### config.mk
export PLATFORM = sky130hd
export DESIGN_NAME = led_pwm_sequencer
export DESIGN_NICKNAME = d
export VERILOG_FILES = /design/src/rtl/led_cube_pkg.sv /design/src/rtl/led_pwm_sequencer.sv
export SDC_FILE = /design/constraint.sdc
export NUM_CORES = 1
export LEC_CHECK = 0
export BUFFER_PORTS_ARGS = -buffer_cell sky130_fd_sc_hd__buf_4
export CAP_MARGIN = 20
export CORE_ASPECT_RATIO = 0.5
export CORE_MARGIN = 2
export CORE_UTILIZATION = 28
export CTS_BUF_LIST = sky130_fd_sc_hd__clkbuf_4
export DETAILED_ROUTE_END_ITERATION = 7
export GPL_ROUTABILITY_DRIVEN = 0
export PLACE_DENSITY = 0.5
export REMOVE_ABC_BUFFERS = 1
export SYNTH_ARGS = -nofsm -noshare
export SYNTH_HDL_FRONTEND = slang
export SYNTH_SLANG_ARGS = --single-unit
### constraint.sdc
create_clock -name clk -period 4.4 [get_ports clk]
set_input_delay 0.44 -clock clk [delete_from_list [all_inputs] [get_ports clk]]
set_output_delay 0.44 -clock clk [all_outputs]
set_load 0.01 [all_outputs]
### src/rtl/led_cube_pkg.sv
// Shared types and constants for the LED cube scan datapath sequencer.
package led_cube_pkg;

  localparam int unsigned SR_WIDTH     = 16;
  localparam int unsigned PWM_BITS     = 8;
  localparam int unsigned NUM_LAYERS   = 16;
  localparam int unsigned LAYER_BITS   = 4;
  localparam int unsigned BLANK_CYCLES = 4;
  localparam int unsigned STEP_CYCLES  = SR_WIDTH + 2;
  // One counter serves both the shift run and the blank hold.
  localparam int unsigned CNT_W        = $clog2(SR_WIDTH);

  typedef enum logic [2:0] {
    IDLE,
    LOAD,
    SHIFT,
    LATCH,
    BLANK,
    BLOAD,
    BSHIFT,
    BLATCH
  } state_e;

endpackage

### src/rtl/led_pwm_sequencer.sv
// PWM step / layer scan sequencer driving all colour shift-register datapaths in lockstep.
// Brightness reload path is built only when LED_SEQ_BRIGHTNESS_EN is defined.
module led_pwm_sequencer
  import led_cube_pkg::*;
(
  input  logic                  clk,
  input  logic                  reset_n,
  input  logic                  enable,
  input  logic                  brightness_req,
  output logic [PWM_BITS-1:0]   pwm_time,
  output logic                  load_led_vals,
  output logic                  load_brightness,
  output logic                  shift,
  output logic                  latch,
  output logic                  blank,
  output logic [LAYER_BITS-1:0] layer,
  output logic                  frame_done,
  output logic                  busy
);

  state_e                state_q, state_d, start_state;
  logic [CNT_W-1:0]      cnt_q, cnt_d;
  logic [PWM_BITS-1:0]   pwm_q, pwm_d;
  logic [LAYER_BITS-1:0] layer_q, layer_d;
  logic                  lat_q, lat_d;
  logic                  frame_q, frame_d;
  logic                  blank_q, blank_d;
  logic                  lv_q, lv_d;
  logic                  shift_q, shift_d;
  logic                  latch_q, latch_d;
  logic                  busy_q, busy_d;
`ifdef LED_SEQ_BRIGHTNESS_EN
  logic                  pend_q, pend_d;
  logic                  lb_q, lb_d;
`endif

  // Next state, counters and registered strobes (decoded from the next state).
  always_comb begin
    state_d     = state_q;
    cnt_d       = cnt_q;
    pwm_d       = pwm_q;
    layer_d     = layer_q;
    lat_d       = lat_q;
    frame_d     = 1'b0;
    start_state = LOAD;
`ifdef LED_SEQ_BRIGHTNESS_EN
    pend_d = (state_q == BLOAD) ? brightness_req : (pend_q | brightness_req);
    if (pend_q) start_state = BLOAD;
`endif
    case (state_q)
      IDLE: if (enable) state_d = start_state;
      LOAD: begin
        state_d = SHIFT;
        cnt_d   = CNT_W'(SR_WIDTH - 1);
      end
      SHIFT: begin
        if (cnt_q == '0) state_d = LATCH;
        else cnt_d = cnt_q - CNT_W'(1);
      end
      LATCH: begin
        pwm_d = pwm_q + PWM_BITS'(1);
        lat_d = 1'b1;
        // A PWM wrap always forces the layer change; enable is re-checked at BLANK exit.
        if (pwm_q == '1) begin
          state_d = BLANK;
          cnt_d   = CNT_W'(BLANK_CYCLES - 1);
          lat_d   = 1'b0;
          frame_d = (layer_q == LAYER_BITS'(NUM_LAYERS - 1));
          layer_d = frame_d ? '0 : layer_q + LAYER_BITS'(1);
        end else begin
          state_d = enable ? LOAD : IDLE;
        end
      end
      BLANK: begin
        if (cnt_q == '0) state_d = enable ? start_state : IDLE;
        else cnt_d = cnt_q - CNT_W'(1);
      end
`ifdef LED_SEQ_BRIGHTNESS_EN
      BLOAD: begin
        state_d = BSHIFT;
        cnt_d   = CNT_W'(SR_WIDTH - 1);
      end
      BSHIFT: begin
        if (cnt_q == '0) state_d = BLATCH;
        else cnt_d = cnt_q - CNT_W'(1);
      end
      BLATCH: state_d = enable ? LOAD : IDLE;
`endif
      default: state_d = IDLE;
    endcase

    lv_d    = (state_d == LOAD);
    shift_d = (state_d == SHIFT) || (state_d == BSHIFT);
    latch_d = (state_d == LATCH) || (state_d == BLATCH);
    // Drivers stay dark until the layer's first data latch has happened.
    blank_d = !(((state_d == LOAD) || (state_d == SHIFT) || (state_d == LATCH)) && lat_d);
    busy_d  = (state_d != IDLE);
`ifdef LED_SEQ_BRIGHTNESS_EN
    lb_d    = (state_d == BLOAD);
`endif
  end

  always_ff @(posedge clk or negedge reset_n) begin
    if (!reset_n) begin
      state_q <= IDLE;
      cnt_q   <= '0;
      pwm_q   <= '0;
      layer_q <= '0;
      lat_q   <= 1'b0;
      frame_q <= 1'b0;
      blank_q <= 1'b1;
      lv_q    <= 1'b0;
      shift_q <= 1'b0;
      latch_q <= 1'b0;
      busy_q  <= 1'b0;
`ifdef LED_SEQ_BRIGHTNESS_EN
      pend_q  <= 1'b0;
      lb_q    <= 1'b0;
`endif
    end else begin
      state_q <= state_d;
      cnt_q   <= cnt_d;
      pwm_q   <= pwm_d;
      layer_q <= layer_d;
      lat_q   <= lat_d;
      frame_q <= frame_d;
      blank_q <= blank_d;
      lv_q    <= lv_d;
      shift_q <= shift_d;
      latch_q <= latch_d;
      busy_q  <= busy_d;
`ifdef LED_SEQ_BRIGHTNESS_EN
      pend_q  <= pend_d;
      lb_q    <= lb_d;
`endif
    end
  end

`ifdef LED_SEQ_BRIGHTNESS_EN
  assign load_brightness = lb_q;
`else
  logic unused_brightness_req;
  assign unused_brightness_req = brightness_req;
  assign load_brightness       = 1'b0;
`endif

  assign pwm_time      = pwm_q;
  assign layer         = layer_q;
  assign load_led_vals = lv_q;
  assign shift         = shift_q;
  assign latch         = latch_q;
  assign blank         = blank_q;
  assign frame_done    = frame_q;
  assign busy          = busy_q;

endmodule

==> results of run 1 <==
-- worst max-delay path by stage --
stage / start / to / slack, ps / cells past startpoint
6_report: state_q[0] / blank / 2450 / 4
5_1_grt: cnt_q[0] / blank / 2280 / 6
4_1_cts: cnt_q[0] / blank / 2450 / 6
3_5_place_dp: cnt_q[0] / blank / 2480 / 6
3_3_place_gp: cnt_q[0] / cnt_q[3] / 2510 / 6
2_1_floorplan: cnt_q[0] / cnt_q[3] / 2670 / 6
-- metrics by stage --
step | hold WS, ps | power [uW]
finish | 441 | 816
global route | 491 | 883
CTS | 442 | 822
detailed placement | 371 | 714
global placement | 371 | 715
floorplan | 144 | 599
-- state kept, by name (all words and copies together), names as in the netlist --
name / flops
latch: 1
shift: 1
blank: 1
busy: 1
load_led_vals: 1
layer: 4
cnt_q: 4
pwm_time: 8
state_q: 3
lat_q: 1
frame_done: 1
-- kinds of logic after synthesis --
group,share of synthesized area (%)
xor gates and xnor gates,6.64
adders and majority gates,2.84
buffers and inverters,4.17
and+or+nand+nor,21.9
AOI/OAI and AO/OA,14.0
other,0.284
DFF,49.4
muxes,0.758
-- area by class of cell --
type                    count  area [um2]  area share (%)
flip-flops and latches     26         652            42.2
repair buffers             21         160            10.4
well taps                  57        71.3            4.62
clock buffers               3        22.5            1.46
inverters                   6        22.5            1.46
multi-input cells          90         613            39.7
clock inverters             1        3.75           0.243
-- cell usage in the layout (no fill, tap or decap), types with 2 or more instances in the layout --
cell type | synthesis | routed
xor2_1 | 3 | 3
inv_1 | 6 | 6
a21oi_1 | 3 | 3
ha_1 | 3 | 3
and3_1 | 2 | 2
dfrtp_1 | 25 | 25
nand4_1 | 3 | 3
clkbuf_4 | 0 | 3
buf_4 | 3 | 20
nor3b_1 | 2 | 2
a22o_1 | 2 | 2
xnor2_1 | 7 | 7
a21o_1 | 2 | 2
nand3_1 | 6 | 6
nor2_1 | 12 | 12
nand2_1 | 12 | 12
nor3_1 | 4 | 4
o21ai_0 | 3 | 3
-- per-layer routing --
metal	vias up	track usage [%]	routed length, um
met5	-	0	0
met4	0	4.05	43
met3	4	3.20	124
met2	26	15.3	1070
met1	458	15.0	1340
li1	488	-	-
-- power groups by stage --
stage	combinational, uW	sequential, uW	clock [uW]
final	331	377	108
after global routing	374	387	121
after CTS	335	376	110
after detailed placement	333	382	0
after global placement	334	381	0
after floorplan	215	384	0
==> metrics.md, run 1 <==
| Metric | Value |
|---|---|
| Post-synth top flop | `dfrtp_1` |
| Top delay family on crit path | `compound AO/OA/AOI/OAI gates` |
| Synth warn | `0` |
| Initial Util | `29.6%` |
| Fin area | `1550 um2` |
| Final hold vios | `0` |
| Most frequent cell after synthesis | `dfrtp_1` |
| Yosys cell types | `45` |
| TritonCTS Buffers | `3` |
| Bufs and invs on worst path | `1` |
| I/O pins | `23` |
| Top-area cell type share of the netlist area | `47.4%` |
| Startpoint types | `flip-flop` |
| Seq/Total Area, Yosys | `49.4%` |
| Setup TNS | `0 ps` |
| Ranking of synthesized cells by area | `dfrtp_1 47%, xnor2_1 4.6%, nand2_1 3.4%` |
| First-pass GRT wire length | `4230 um` |
| Final ANT Viol Nets | `0` |
| Status | `completed` |
| Core area | `4470 um2` |
| Crit path kind | `flip-flop to flip-flop` |
| Combinational group share of total power | `40.6%` |
| Sequential share of power | `46.2%` |
| Period utilisation layout | `44.4%` |
| CTS tree | `done` |
| Reg2Reg Launch Point | `state_q[0]` |
| Post-Syn Area | `1320 um2` |
| F_max | `512 MHz` |
| Critical path capture point type | `flip-flop` |
| Pre-CTS WS | `2480 ps` |
| Drt pass-1 iters | `4` |
| Fin worst setup slack | `2450 ps` |
| Leakage | `0.000733 uW` |
| Most frequent cells after synthesis | `25 x dfrtp_1, 12 x nand2_1, 12 x nor2_1` |
| Slew @ Worst Pin | `558 ps` |
| Worst hold path class | `flip-flop to flip-flop` |
| Vias per cell | `4.78` |
| Relative slew margins | `62.8%` |
| Critical-path cell list | `inv_1, a32oi_1, o32ai_1, a21oi_1` |
| Global route total overflow | `0` |
| Yosys top cell by area | `dfrtp_1` |
| R2r setup slk | `2450 ps` |
| Hold endpoint | `blank` |
| Routed via count | `976` |
| Rows | `17` |
| Max Slew Vio Count | `0` |
| Max_cap viols | `0` |
| Chip Width | `101 um` |
| Min Clock Period, post-route | `1950 ps` |
| Maximum VDD drop | `132 uV` |
| Port bufs | `20` |
| Sink Count | `26` |
| Vias in the first global route | `852` |
| Placed Cells | `199` |
| Fin nets | `155` |
| Final setup violating endpoints | `0` |
| Final wirelength | `2580 um` |
| Dpl hpwl | `1860 um` |
| Largest net degree at the start of global routing | `27` |
| DRT iter0 DRCs | `68` |
| Layout cells sized above 1 | `21.1%` |
| RSZ-0062 raised after global routing | `no` |
| Register bit total from synthesis | `26` |
| Clk Latency, worst-skew pair | `330 ps` |
| Die area | `5310 um2` |
| P_sw | `317 uW` |
| Resized cells post-CTS | `0` |
| CP max stage delay | `680 ps` |
| Worst-path clk slew | `150 ps` |
| Chip Height | `52.6 um` |
| Clock power share | `13.2%` |
| Non-filler cells, final | `204` |
| Hold-fix buffers, CTS | `1` |
| Internal power | `498 uW` |
| Hold Crit Depth | `1` |
| Initial antenna violation count | `0` |
| Worst path required time | `4660 ps` |
| Setup repair bufs after CTS | `0` |
| All-Layer GR Usage | `10.7%` |
| Hold_sp | `lat_q` |
| Clk root buf | `clkbuf_4` |
| Syn Inst Count | `127` |
| DRC Markers | `0` |
| Layout overhead on the synthesized area | `17.1%` |
| R2R depth | `4` |
| CP max-delay cell | `dfrtp_1` |
| Inserted Diodes | `0` |
| Sw frac | `38.9%` |
| Crit Path Max Fanout | `14` |
| Average wire per standard cell | `12.6 um` |
| EDFF count, synth | `0` |
| Longest Clk Path Bufs | `2` |
| Area after DPL | `1510 um2` |
| Worst Path Arrival | `2210 ps` |
| Clock Skews | `4.33 ps` |
| FF-to-FF End | `blank` |
| Fillers | `453` |
| PwrDens | `528 nW/um2` |
| Syn_area_per_cell | `10.4 um2` |
| Post-Route Utilization | `34.6%` |
| CTS HTree Levels | `1` |
| Fraction of registers with async set/reset | `100%` |
Note: power is estimated with default switching activity, not from simulation.
==> inputs of run 2 (changes only) <==
==> constraint.sdc (replaced) <==
create_clock -name clk -period 1.8 [get_ports clk]
set_input_delay 0.18 -clock clk [delete_from_list [all_inputs] [get_ports clk]]
set_output_delay 0.18 -clock clk [all_outputs]
set_load 0.01 [all_outputs]
==> run 2 against run 1 <==
Sequential share of layout area fell by 3.6 points; flip-flop and latch count did not move; critical path depth rose by 2; non-clock buffer count rose by 16; combinational power rose to 3.0 times the previous value; largest cell class unchanged; register-to-register slack got worse by 2400 ps; global-route usage rose by 0.83 points.
==> metrics.md, run 2 (same netlist as run 1, synthesis figures left out) <==
| Metric | Value |
|---|---|
| Status | `completed` |
| Max Slew Vio Count | `0` |
| Routed via count | `1030` |
| Layout cells sized above 1 | `30.1%` |
| Worst path required time | `2040 ps` |
| Final wirelength | `2780 um` |
| Combinational group share of total power | `46.9%` |
| PwrDens | `1250 nW/um2` |
| Core area | `4470 um2` |
| Largest net degree at the start of global routing | `27` |
| Chip Height | `52.6 um` |
| Critical path capture point type | `flip-flop` |
| Leakage | `0.000830 uW` |
| Inserted Diodes | `0` |
| Internal power | `1300 uW` |
| Crit Path Max Fanout | `4` |
| Sink Count | `26` |
| TritonCTS Buffers | `3` |
| Most common library cell in the layout ignoring fill and taps | `buf_4` |
| I/O pins | `23` |
| Worst hold path class | `input pin to async pin` |
| Sw frac | `38.3%` |
| Drt pass-1 iters | `4` |
| Port bufs | `20` |
| Startpoint types | `flip-flop` |
| Final hold vios | `0` |
| Fin nets | `171` |
| All-Layer GR Usage | `11.5%` |
| Total power | `2110 uW` |
| Fin worst setup slack | `71.1 ps` |
| Routing usage on met1 | `15.5%` |
| Die area | `5310 um2` |
| CTS tree | `done` |
| Chip Width | `101 um` |
| Worst Path Arrival | `1960 ps` |
| Vias per cell | `4.68` |
| Layout overhead on the synthesized area | `27.9%` |
| Max_cap viols | `0` |
| DRT iter0 DRCs | `75` |
| P_sw | `810 uW` |
| Worst-path clk slew | `140 ps` |
| Global route total overflow | `0` |
| F_max | `578 MHz` |
| Final setup violating endpoints | `0` |
| Setup repair bufs after CTS | `0` |
| Pre-CTS WS | `4.13 ps` |
| DRC Markers | `0` |
| Met3 Usage GRT | `3.60%` |
| Clock power share | `12.0%` |
| M2 GR Usage | `17.9%` |
| Min Clock Period, post-route | `1730 ps` |
| Sequential share of power | `41.1%` |
| Initial antenna violation count | `0` |
| First-pass GRT wire length | `4580 um` |
| Average wire per standard cell | `12.7 um` |
| Longest Clk Path Bufs | `2` |
| Clk root buf | `clkbuf_4` |
| Crit path kind | `flip-flop to flip-flop` |
| Maximum VDD drop | `341 uV` |
| Dpl hpwl | `2050 um` |
| Rows | `17` |
| Busiest layer in global routing | `met2` |
| Clk Latency, worst-skew pair | `320 ps` |
| Clock Skews | `5.87 ps` |
| Final ANT Viol Nets | `0` |
| CTS HTree Levels | `1` |
| Initial Util | `29.6%` |
| Vias in the first global route | `956` |
| Most frequent cells in the layout | `36 x buf_4, 25 x dfrtp_1, 12 x nor2_1, 12 x nand2_1, 7 x xnor2_1` |
| Max reg flops | `8` |
| RSZ-0062 raised after global routing | `yes` |
| Period utilisation layout | `96.0%` |
run 2: cell count changes in the layout (fill, tap and decap cells not counted):
cell / change
buf_4: +16
a31oi_2: -1
a31oi_4: +1
nor3_2: -1
nor3_4: +1
nor3b_1: -1
nor3b_2: +1
or3b_1: -1
or3b_4: +1
run 2: timing repair:
item | CTS | global route
pin swaps | 1 | 0
setup endpoints to repair | 2 | 2
gates resized for setup | 1 | 3
hold buffers | 1 | 0
hold endpoints to repair | 25 | 0
run 2: worst max-delay path: stages (launching register included):
cell	delay (ps)
dfrtp_1	410
inv_1	80
ha_1	180
or3b_4	420
a31oi_4	170
nand3_2	160
a22o_1	230
run 2: layout make-up:
class	count	area (um2)
inverter	6	22.5
fill	451	2780
sequential	26	652
clock inverter	1	3.75
timing repair buffer	37	280
clock buffer	3	22.5
tap	57	71.3
multi-input combinational	90	636
run 2: final timing paths:
| kind | startpoint | to | slack, ps | depth (start not counted) |
|---|---|---|---|---|
| max | cnt_q[0] | cnt_q[3] | 70 | 6 |
| min | reset_n | latch | 280 | 2 |
| max reg2reg | cnt_q[0] | cnt_q[3] | 70 | 6 |
| min reg2reg | lat_q | blank | 460 | 1 |
| max in group asynchronous | reset_n | blank | 1220 | 2 |
| min in group clk | enable | state_q[0] | 280 | 4 |
run 2: per-layer routing:
layer / part of all wire [%] / vias to the layer above
met5: 0 / -
met4: 0.68 / 0
met3: 3.8 / 2
met2: 45 / 19
met1: 51 / 487
li1: - / 522
run 2: power groups by stage:
| stage | sequential (uW) | clock [uW] | combinational (uW) |
|---|---|---|---|
| after floorplan | 940 | 0 | 525 |
| after global placement | 875 | 0 | 981 |
| after detailed placement | 877 | 0 | 980 |
| after CTS | 869 | 276 | 986 |
| after global routing | 892 | 299 | 1100 |
| final | 869 | 254 | 991 |
run 2: per-stage QoR:
step | hold WS [ps] | utilization, % | setup TNS (ps) | cell area [um2] | instances
after floorplan | -116 | - | 0 | 1290 | 122
after global placement | 113 | 36.5 | 0 | 1630 | 215
after detailed placement | 114 | 36.5 | 0 | 1630 | 215
after CTS | 256 | 37.4 | 0 | 1670 | 220
after global routing | 284 | 37.8 | -14.2 | 1690 | 220
final | 276 | 37.8 | 0 | 1690 | 220
==> inputs of run 3 (changes only) <==
--- a/config.mk
+++ b/config.mk
@@ -10,7 +10,7 @@
 export CORE_ASPECT_RATIO = 0.5
 export CORE_MARGIN = 2
 export CORE_UTILIZATION = 28
-export CTS_BUF_LIST = sky130_fd_sc_hd__clkbuf_4
+export CTS_BUF_LIST = sky130_fd_sc_hd__clkbuf_4 sky130_fd_sc_hd__clkbuf_8
 export DETAILED_ROUTE_END_ITERATION = 7
 export GPL_ROUTABILITY_DRIVEN = 0
 export PLACE_DENSITY = 0.5
==> run 3 against run 2 <==
Global-route usage is the same; via count is 0.19% lower; die area did not move; count of clock-buffer cells in the layout is 1 higher; register-to-register slack barely moved; sequential power is essentially flat; final cell count is the same; combinational power about the same; non-clock buffer count unchanged; setup slack better by 4.6 ps.
==> metrics.md, run 3 (same netlist as run 1, synthesis figures left out) <==
| Metric | Value |
|---|---|
| Status | `completed` |
| CP max stage delay | `420 ps` |
| Final ANT Viol Nets | `0` |
| Crit path kind | `flip-flop to flip-flop` |
| DRT iter0 DRCs | `72` |
| Die area | `5310 um2` |
| Chip Width | `101 um` |
| Port bufs | `20` |
| All-Layer GR Usage | `11.5%` |
| Core area | `4470 um2` |
| Chip Height | `52.6 um` |
| Largest net degree at the start of global routing | `27` |
| Sink Count | `26` |
| Dpl hpwl | `2050 um` |
| Pre-CTS WS | `4.13 ps` |
| Max reg flops | `8` |
| Layout cells sized above 1 | `30.7%` |
| PwrDens | `1300 nW/um2` |
| CTS HTree Levels | `1` |
| First-pass GRT wire length | `4580 um` |
| Clk root buf | `clkbuf_8` |
| Drt pass-1 iters | `4` |
| Rows | `17` |
| Startpoint types | `flip-flop` |
| Fin worst setup slack | `75.7 ps` |
| Clock power share | `16.8%` |
| Critical path capture point type | `flip-flop` |
| Worst path required time | `1970 ps` |
| Initial antenna violation count | `0` |
| Inserted Diodes | `0` |
| Non-filler cells, final | `220` |
| CTS tree | `done` |
| Most common library cell in the layout ignoring fill and taps | `buf_4` |
| TritonCTS Buffers | `3` |
| Internal power | `1420 uW` |
| Leakage | `0.000843 uW` |
| Layout overhead on the synthesized area | `30.0%` |
| Worst hold margin | `336 ps` |
| Worst-path clk slew | `90 ps` |
| I/O pins | `23` |
| Max_cap viols | `0` |
| DRC Markers | `0` |
| Placed Cells | `215` |
| RSZ-0062 raised after global routing | `yes` |
| Sw frac | `36.5%` |
| Initial Util | `29.6%` |
| Worst Path Arrival | `1890 ps` |
| Average wire per standard cell | `12.7 um` |
| Routed via count | `1028` |
| Worst hold path class | `input pin to flip-flop` |
| Vias in the first global route | `952` |
| Clk Latency, worst-skew pair | `270 ps` |
| Global route total overflow | `0` |
| Maximum VDD drop | `382 uV` |
| Fin nets | `171` |
| Vias per cell | `4.67` |
| F_max | `580 MHz` |
| Sequential share of power | `38.9%` |
| Crit Path Max Fanout | `4` |
| Most frequent cells in the layout | `36 x buf_4, 25 x dfrtp_1, 12 x nor2_1, 12 x nand2_1, 7 x xnor2_1` |
| CP max-delay cell | `or3b_4` |
| Longest Clk Path Bufs | `2` |
| Final setup violating endpoints | `0` |
| Critical-path cell list | `inv_1, ha_1, or3b_4, a31oi_4, nand3_2, a22o_1` |
| Min Clock Period, post-route | `1720 ps` |
| Period utilisation layout | `95.8%` |
| Fillers | `448` |
| Combinational group share of total power | `44.3%` |
| Final wirelength | `2800 um` |
| Clock Skews | `5.10 ps` |
| P_sw | `817 uW` |
| Max Slew Vio Count | `0` |
| Final hold vios | `0` |
## run 3: cell count changes in the layout (fill, tap and decap cells not counted), sizes merged
cell / change
clkbuf: +1
clkinv: -1
## run 3: worst paths after layout
| path | endpoint | startpoint | slack (ps) | cells past startpoint |
|---|---|---|---|---|
| min | state_q[0] | enable | 340 | 4 |
| min reg2reg | blank | lat_q | 450 | 1 |
| max | cnt_q[3] | cnt_q[0] | 80 | 6 |
| max reg2reg | cnt_q[3] | cnt_q[0] | 80 | 6 |
| min in group asynchronous | latch | reset_n | 350 | 2 |
| max in group asynchronous | blank | reset_n | 1150 | 2 |
## run 3: repair_timing
item	CTS	global route
resized for setup	1	3
setup endpoints to repair	2	2
setup buffers	0	0
gates cloned	0	0
endpoints found under the hold margin	25	0
hold buffers	1	0
pin swaps	1	0
## run 3: area by class of cell
| class | instances | area, um2 | area share [%] |
|---|---|---|---|
| multi-input cells | 90 | 636 | 37.0 |
| repair buffers | 37 | 280 | 16.3 |
| inverters | 6 | 22.5 | 1.31 |
| flip-flops and latches | 26 | 652 | 38.0 |
| well taps | 57 | 71.3 | 4.15 |
| clock buffers | 4 | 55.1 | 3.21 |
## run 3: stage by stage
stage	utilization, %	total power (uW)	cell area (um2)	TNS (ps)
after detailed placement	36.5	1860	1630	0
after floorplan	-	1460	1290	0
after global placement	36.5	1860	1630	0
after CTS	38.0	2250	1700	0
after global routing	38.4	2420	1720	-5.02
final	38.4	2240	1720	0
## run 3: worst max-delay path: cells and delay by family (launching register included)
family / cells / cell delay, ps
simple gates: 2 / 580
compound gates: 2 / 400
buf+inv: 1 / 70
flops: 1 / 390
fa+ha+maj: 1 / 180
## run 3: routing by layer
layer	vias to the layer above	part of all wire (%)	GRT usage (%)
li1	518	-	-
met1	491	52	15.5
met2	17	44	17.9
met3	2	3.3	3.60
met4	0	0.78	3.38
met5	-	0	0
## run 3: power groups by stage
| stage | Combinational, uW | Sequential (uW) | Clock [uW] |
|---|---|---|---|
| after floorplan | 525 | 940 | 0 |
| after global placement | 981 | 875 | 0 |
| after detailed placement | 980 | 877 | 0 |
| after CTS | 986 | 869 | 399 |
| after global routing | 1100 | 893 | 423 |
| final | 991 | 870 | 376 |
